[config.mk]
export PLATFORM = sky130hd
export DESIGN_NAME = car_alarm_passive_ctrl
export DESIGN_NICKNAME = d
export VERILOG_FILES = /design/src/rtl/car_alarm_passive_ctrl.sv
export SDC_FILE = /design/constraint.sdc
export NUM_CORES = 1
export LEC_CHECK = 0
export CORE_MARGIN = 2
export CORE_UTILIZATION = 43
export CTS_CLUSTER_DIAMETER = 100
export DETAILED_ROUTE_END_ITERATION = 16
export RECOVER_POWER = 25
export SLEW_MARGIN = 20
export SYNTH_ARGS = -nofsm -noshare
export SYNTH_HDL_FRONTEND = slang
export SYNTH_SLANG_ARGS = --single-unit
[constraint.sdc]
create_clock -name clk -period 2.1 [get_ports clk]
set_input_delay 0.63 -clock clk [delete_from_list [all_inputs] [get_ports clk]]
set_output_delay 0.63 -clock clk [all_outputs]
set_load 0.01 [all_outputs]
[src/rtl/car_alarm_passive_ctrl.sv]
// rtl/car_alarm_passive_ctrl.sv - passive car-alarm controller with auto-arm, entry delay and alarm timers
module car_alarm_passive_ctrl #(
  parameter int ARM_DELAY   = 4,
  parameter int ENTRY_DELAY = 3,
  parameter int ALARM_TIME  = 8,
  parameter int BEEP_HALF   = 2,
  parameter int CNT_W       = 8
) (
  input  logic clk,
  input  logic reset_L,
  input  logic CarLightsOnSign,
  input  logic OpenDoorSign,
  input  logic IgnitionSignalOn,
  output logic PassiveSignal_b,
  output logic PassiveSignal_s
);

  localparam logic [2:0] DISARMED = 3'd0;
  localparam logic [2:0] ARM_WAIT = 3'd1;
  localparam logic [2:0] ARMED    = 3'd2;
  localparam logic [2:0] ENTRY    = 3'd3;
  localparam logic [2:0] ALARM    = 3'd4;

  localparam logic [CNT_W-1:0] ARM_LAST   = CNT_W'(ARM_DELAY - 1);
  localparam logic [CNT_W-1:0] ENTRY_LAST = CNT_W'(ENTRY_DELAY - 1);
  localparam logic [CNT_W-1:0] ALARM_LAST = CNT_W'(ALARM_TIME - 1);
  localparam logic [CNT_W-1:0] BEEP_LAST  = CNT_W'(BEEP_HALF - 1);

  logic [2:0]       state, stateNext;
  logic [CNT_W-1:0] cnt, cntNext;
  logic [CNT_W-1:0] beepCnt, beepCntNext;
  logic             beepPhase, beepPhaseNext;
  logic             remind;
  logic             buzzNext, sirenNext;

  // Ignition overrides everything; door events take precedence over timer expiry.
  always_comb begin
    stateNext = state;
    cntNext   = cnt;
    if (IgnitionSignalOn) begin
      stateNext = DISARMED;
      cntNext   = '0;
    end else begin
      case (state)
        DISARMED: begin
          if (!OpenDoorSign) begin
            stateNext = ARM_WAIT;
            cntNext   = '0;
          end
        end
        ARM_WAIT: begin
          if (OpenDoorSign) begin
            cntNext = '0;
          end else if (cnt == ARM_LAST) begin
            stateNext = ARMED;
            cntNext   = '0;
          end else begin
            cntNext = cnt + 1'b1;
          end
        end
        ARMED: begin
          if (OpenDoorSign) begin
            stateNext = ENTRY;
            cntNext   = '0;
          end
        end
        ENTRY: begin
          if (cnt == ENTRY_LAST) begin
            stateNext = ALARM;
            cntNext   = '0;
          end else begin
            cntNext = cnt + 1'b1;
          end
        end
        ALARM: begin
          if (cnt == ALARM_LAST) begin
            stateNext = OpenDoorSign ? ALARM : ARMED;
            cntNext   = '0;
          end else begin
            cntNext = cnt + 1'b1;
          end
        end
        default: begin
          stateNext = DISARMED;
          cntNext   = '0;
        end
      endcase
    end
  end

  always_comb begin
    remind = CarLightsOnSign & OpenDoorSign & ~IgnitionSignalOn &
             ((state == DISARMED) | (state == ARM_WAIT));
    beepCntNext   = '0;
    beepPhaseNext = 1'b0;
    if (remind) begin
      if (beepCnt == BEEP_LAST) begin
        beepCntNext   = '0;
        beepPhaseNext = ~beepPhase;
      end else begin
        beepCntNext   = beepCnt + 1'b1;
        beepPhaseNext = beepPhase;
      end
    end
    // Phase 0 maps to a high buzzer so the beep starts high.
    buzzNext  = (stateNext == ENTRY) | (remind & ~beepPhase);
    sirenNext = (stateNext == ALARM);
  end

  always_ff @(posedge clk) begin
    if (!reset_L) begin
      state           <= DISARMED;
      cnt             <= '0;
      beepCnt         <= '0;
      beepPhase       <= 1'b0;
      PassiveSignal_b <= 1'b0;
      PassiveSignal_s <= 1'b0;
    end else begin
      state           <= stateNext;
      cnt             <= cntNext;
      beepCnt         <= beepCntNext;
      beepPhase       <= beepPhaseNext;
      PassiveSignal_b <= buzzNext;
      PassiveSignal_s <= sirenNext;
    end
  end

endmodule

==> metrics.md, run 1 <==
| Metric | Value |
|---|---|
| Worst clock skew on the final layout | 17.0 ps |
| Num Clock Sinks | 22 |
| IO Port Bufs | 6 |
| Number of nets in the finished design | 165 |
| Library cell occupying the most area in the post-synthesis netlist | sky130_fd_sc_hd__dfxtp_1 |
| Cts hold-fix bufs | 0 |
| Simple-gate share of the synthesized area | 29.2% |
| Core region area | 2760 um2 |
| Type of the setup path with the least slack | in -> reg |
| Clock-pin slew reported for the worst setup and hold paths after clock tree synthesis | 140 ps |
| Hold Crit Class | reg -> reg |
| Number of nets still failing antenna checks after routing | 0 |
| Number of maximum-capacitance violations | 0 |
| Die Width | 57.8 um |
| Worst EP required | 2340 ps |
| Via count of the first global-routing pass | 1,081 |
| Run status | completed |
| Final worst slack | 107 ps |
| Proportion of total power due to net switching | 20.8% |
| Async set or reset register ratio after synthesis | 0% |
| Total number of vias | 1,074 |
| Share of cell area taken by muxes after synthesis | 0% |
| Initial antenna violation count | 0 |
| Root buffer cell | sky130_fd_sc_hd__clkbuf_4 |
| Critical Path Max Stage Delay | 530 ps |
| Final period utilization | 94.9% |
| Number of library cell types mapped by synthesis | 40 |
| List of most frequent post-synthesis cells | sky130_fd_sc_hd__dfxtp_1, sky130_fd_sc_hd__nor2_1, sky130_fd_sc_hd__nand2_1 |
| CTS tree | done |
| Area Overhead vs Synth | 12.6% |
| Most common cell in the netlist | sky130_fd_sc_hd__dfxtp_1 |
| Total power density per cell area | 571 nW/um2 |
| Maximum root-to-sink buffer count | 2 |
| Worst-skew pair later-pin latency | 320 ps |
| Antenna Diode Count | 0 |
| Sequential group share of total power | 52.9% |
| Flip-flop and latch count after synthesis | 22 |
| Largest net degree at the start of global routing | 14 |
| Count of flip-flops with a built-in enable after synthesis | 0 |
| Synthesized instance count | 144 |
| Fin. max-slew vios | 0 |
| Count of routing violations after the opening detailed-route iteration | 29 |
| Post-CTS repair timing setup buffer count | 0 |
| Xor and xnor fraction of the mapped netlist area | 6.33% |
| Overall fraction of global-route tracks in use | 17.9% |
| Wirelength, routed | 2610 um |
| Tightest Pin Transition | 594 ps |
| Slowest CP cell | sky130_fd_sc_hd__or4b_4 |
| Share of the yosys chip area belonging to registers | 35.3% |
| Half-perimeter wire length after detailed placement | 1880 um |
| Worst slew margin relative to its limit | 60.3% |
| Total Die Area | 3340 um2 |
| First-pass GRT wire length | 4650 um |
| Syn_nets | 153 |
| Routability congestion estimate from global placement | 0.800 |
| Final instance area | 1400 um2 |
| Ports | 7 |
| Synthesized-area fraction occupied by ao, oa, aoi and oai cells | 20.1% |
| Count of cells resized by post-cts repair | 0 |
| Synthesized area divided by synthesized cell count | 8.65 um2 |
| Die H | 57.8 um |
| Critical path buffer and inverter count | 1 |
| Proportion of power drawn by the clock network | 41.6% |
| Fillers | 269 |
| Post-route DRC | 0 |
| Setup repair after global routing missed its margin | no |
| Via count normalized by instance count | 5.77 |
| Maximum achievable frequency | 502 MHz |
| Worst setup slack before clock tree synthesis | -223 ps |
| Placed Cells incl. Taps | 182 |
| Dominant delay contributor by cell family on the critical path | compound AO/OA/AOI/OAI gates |
| Final instance count without filler cells | 186 |
| Leakage component of the power | 0.475 nW |
| Netlist area before placement | 1250 um2 |
| Most common flop cell mapped by yosys | sky130_fd_sc_hd__dfxtp_1 |
| Biggest area contributors in the synthesized netlist | sky130_fd_sc_hd__dfxtp_1, sky130_fd_sc_hd__nor2_1, sky130_fd_sc_hd__xor2_1 |
| Cells along the critical path | clkdlybuf4s50_1, or4b_4, a31oi_4, o31ai_1, a21oi_1 |
| Largest voltage drop on the vdd net | 0.351 mV |
| Int Power | 0.000634 W |
| Std-Cell Rows | 19 |
| Crit path arrival time | 2240 ps |
| Synth Area in Adders | 4.02% |
| Avg WL per Cell | 14.0 um |
| Tmin final | 1990 ps |
| Fraction of final layout cells with drive strength greater than 1 | 10.3% |
| DRT Pass-1 Iters | 5 |
| GR Overflow Total | 0 |
| Cts bufs inserted | 3 |
| YS warnings | 0 |
| Worst Setup End Kind | register |
| Effective utilization at floorplan | 45.2% |
| Combinational power share | 5.5% |
| Main combinational cell family by area after synthesis | simple AND/OR/NAND/NOR gates |
| Max Fanout on Critical Path | 8 |
| Final hold vios | 0 |
| Total cell area at the placement stage | 1360 um2 |
| Launching element type of the critical path | primary input |
| Switching power | 0.000166 W |
| Number of setup violations in the final report | 0 |
| Number of H-tree branching levels | 1 |
| Portion of synthesized cell area occupied by the leading cell type | 35.3% |
## kinds of logic (layout without fill, tap and decap cells)
| logic type | Yosys count | after routing |
|---|---|---|
| AOI/OAI and AO/OA | 30 | 30 |
| xor gates and xnor gates | 9 | 9 |
| adders and majority gates | 4 | 4 |
| buffers and inverters | 12 | 23 |
| DFF | 22 | 22 |
| and+or+nand+nor | 67 | 67 |
## metrics by stage
step | power, W | hold WS [ps] | setup TNS (ps) | util (%)
after floorplan | 0.000456 | 420 | 0 | -
after global placement | 0.000478 | 439 | -1360 | 49.2
final | 0.000801 | 442 | 0 | 50.9
after CTS | 0.000812 | 470 | 0 | 51.1
after global routing | 0.000828 | 508 | 0 | 50.9
after detailed placement | 0.000478 | 439 | -1850 | 49.2
## flip-flops by register name, summed over array words and instances, names as in the netlist
name / flops
state: 3
beepPhase: 1
beepCnt: 8
PassiveSignal_s: 1
cnt: 8
PassiveSignal_b: 1
## power groups by stage
| stage | combinational [W] | sequential, W | clock (W) |
|---|---|---|---|
| final | 0.0000444 | 0.000423 | 0.000333 |
| after global routing | 0.0000497 | 0.000424 | 0.000354 |
| after CTS | 0.0000460 | 0.000424 | 0.000343 |
| after detailed placement | 0.0000457 | 0.000433 | 0 |
| after global placement | 0.0000453 | 0.000433 | 0 |
| after floorplan | 0.0000256 | 0.000431 | 0 |
## layout make-up
class | count | area [um2] | area share (%)
well taps | 31 | 38.8 | 2.77
clock inverters | 1 | 30.0 | 2.14
clock buffers | 3 | 22.5 | 1.61
inverters | 6 | 22.5 | 1.61
repair buffers | 13 | 105 | 7.49
flip-flops and latches | 22 | 440 | 31.4
multi-input cells | 110 | 743 | 53.0
## layout by cell type (no fill, tap or decap), types with 2 or more instances in the layout
cell type / Yosys / routed
sky130_fd_sc_hd__nand3_1: 5 / 5
sky130_fd_sc_hd__nor2b_1: 3 / 3
sky130_fd_sc_hd__nand2_1: 12 / 12
sky130_fd_sc_hd__nor2_1: 19 / 19
sky130_fd_sc_hd__clkdlybuf4s50_1: 0 / 6
sky130_fd_sc_hd__nor4_1: 2 / 2
sky130_fd_sc_hd__buf_4: 0 / 5
sky130_fd_sc_hd__xor2_1: 6 / 6
sky130_fd_sc_hd__clkbuf_4: 0 / 3
sky130_fd_sc_hd__a31oi_1: 2 / 2
sky130_fd_sc_hd__dfxtp_1: 22 / 22
sky130_fd_sc_hd__clkbuf_1: 0 / 2
sky130_fd_sc_hd__a211oi_1: 3 / 3
sky130_fd_sc_hd__xnor2_1: 3 / 3
sky130_fd_sc_hd__and3_1: 3 / 3
sky130_fd_sc_hd__o32ai_1: 5 / 5
sky130_fd_sc_hd__and2_1: 4 / 4
sky130_fd_sc_hd__nand4_1: 3 / 3
sky130_fd_sc_hd__ha_1: 4 / 4
sky130_fd_sc_hd__inv_1: 6 / 6
sky130_fd_sc_hd__o21a_1: 2 / 2
sky130_fd_sc_hd__nand2b_1: 3 / 3
sky130_fd_sc_hd__a21oi_1: 7 / 7
sky130_fd_sc_hd__nor4b_1: 2 / 2
sky130_fd_sc_hd__nor3_1: 6 / 6
## final timing paths
check / startpoint / to / slack (ps) / depth (start not counted)
worst min-delay path: beepPhase$_SDFFE_PN0P_ / PassiveSignal_b$_SDFF_PN0_ / 440 / 1
worst min register to register: beepPhase$_SDFFE_PN0P_ / PassiveSignal_b$_SDFF_PN0_ / 440 / 1
worst max register to register: cnt[0]$_SDFFE_PP0P_ / cnt[1]$_SDFFE_PP0P_ / 290 / 6
worst max-delay path: OpenDoorSign / cnt[1]$_SDFFE_PP0P_ / 110 / 5
## layer usage
layer  share of wire, %  global-route usage (%)
met5                  0                       0
met4                2.2                    7.97
met3                2.0                    2.01
met2                 48                    30.5
met1                 48                    22.6
## worst reg2reg max path, cell delays in order (launching register included)
cell and delay, ps:
sky130_fd_sc_hd__dfxtp_1 400, sky130_fd_sc_hd__inv_1 70, sky130_fd_sc_hd__ha_1 210, sky130_fd_sc_hd__nor4b_1 160, sky130_fd_sc_hd__a211oi_2 570, sky130_fd_sc_hd__o31ai_1 170, sky130_fd_sc_hd__a21oi_1 160
No activity file was read; power rests on OpenSTA's default activity.
==> run 2: changes to the inputs <==
--- a/config.mk
+++ b/config.mk
@@ -7,7 +7,7 @@
 export LEC_CHECK = 0
 export CORE_MARGIN = 2
 export CORE_UTILIZATION = 43
-export CTS_CLUSTER_DIAMETER = 100
+export CTS_CLUSTER_DIAMETER = 80
 export DETAILED_ROUTE_END_ITERATION = 16
 export RECOVER_POWER = 25
 export SLEW_MARGIN = 20
==> results of run 2 <==
Same layout as run 1: the final DEF is identical, and so are final timing and power.
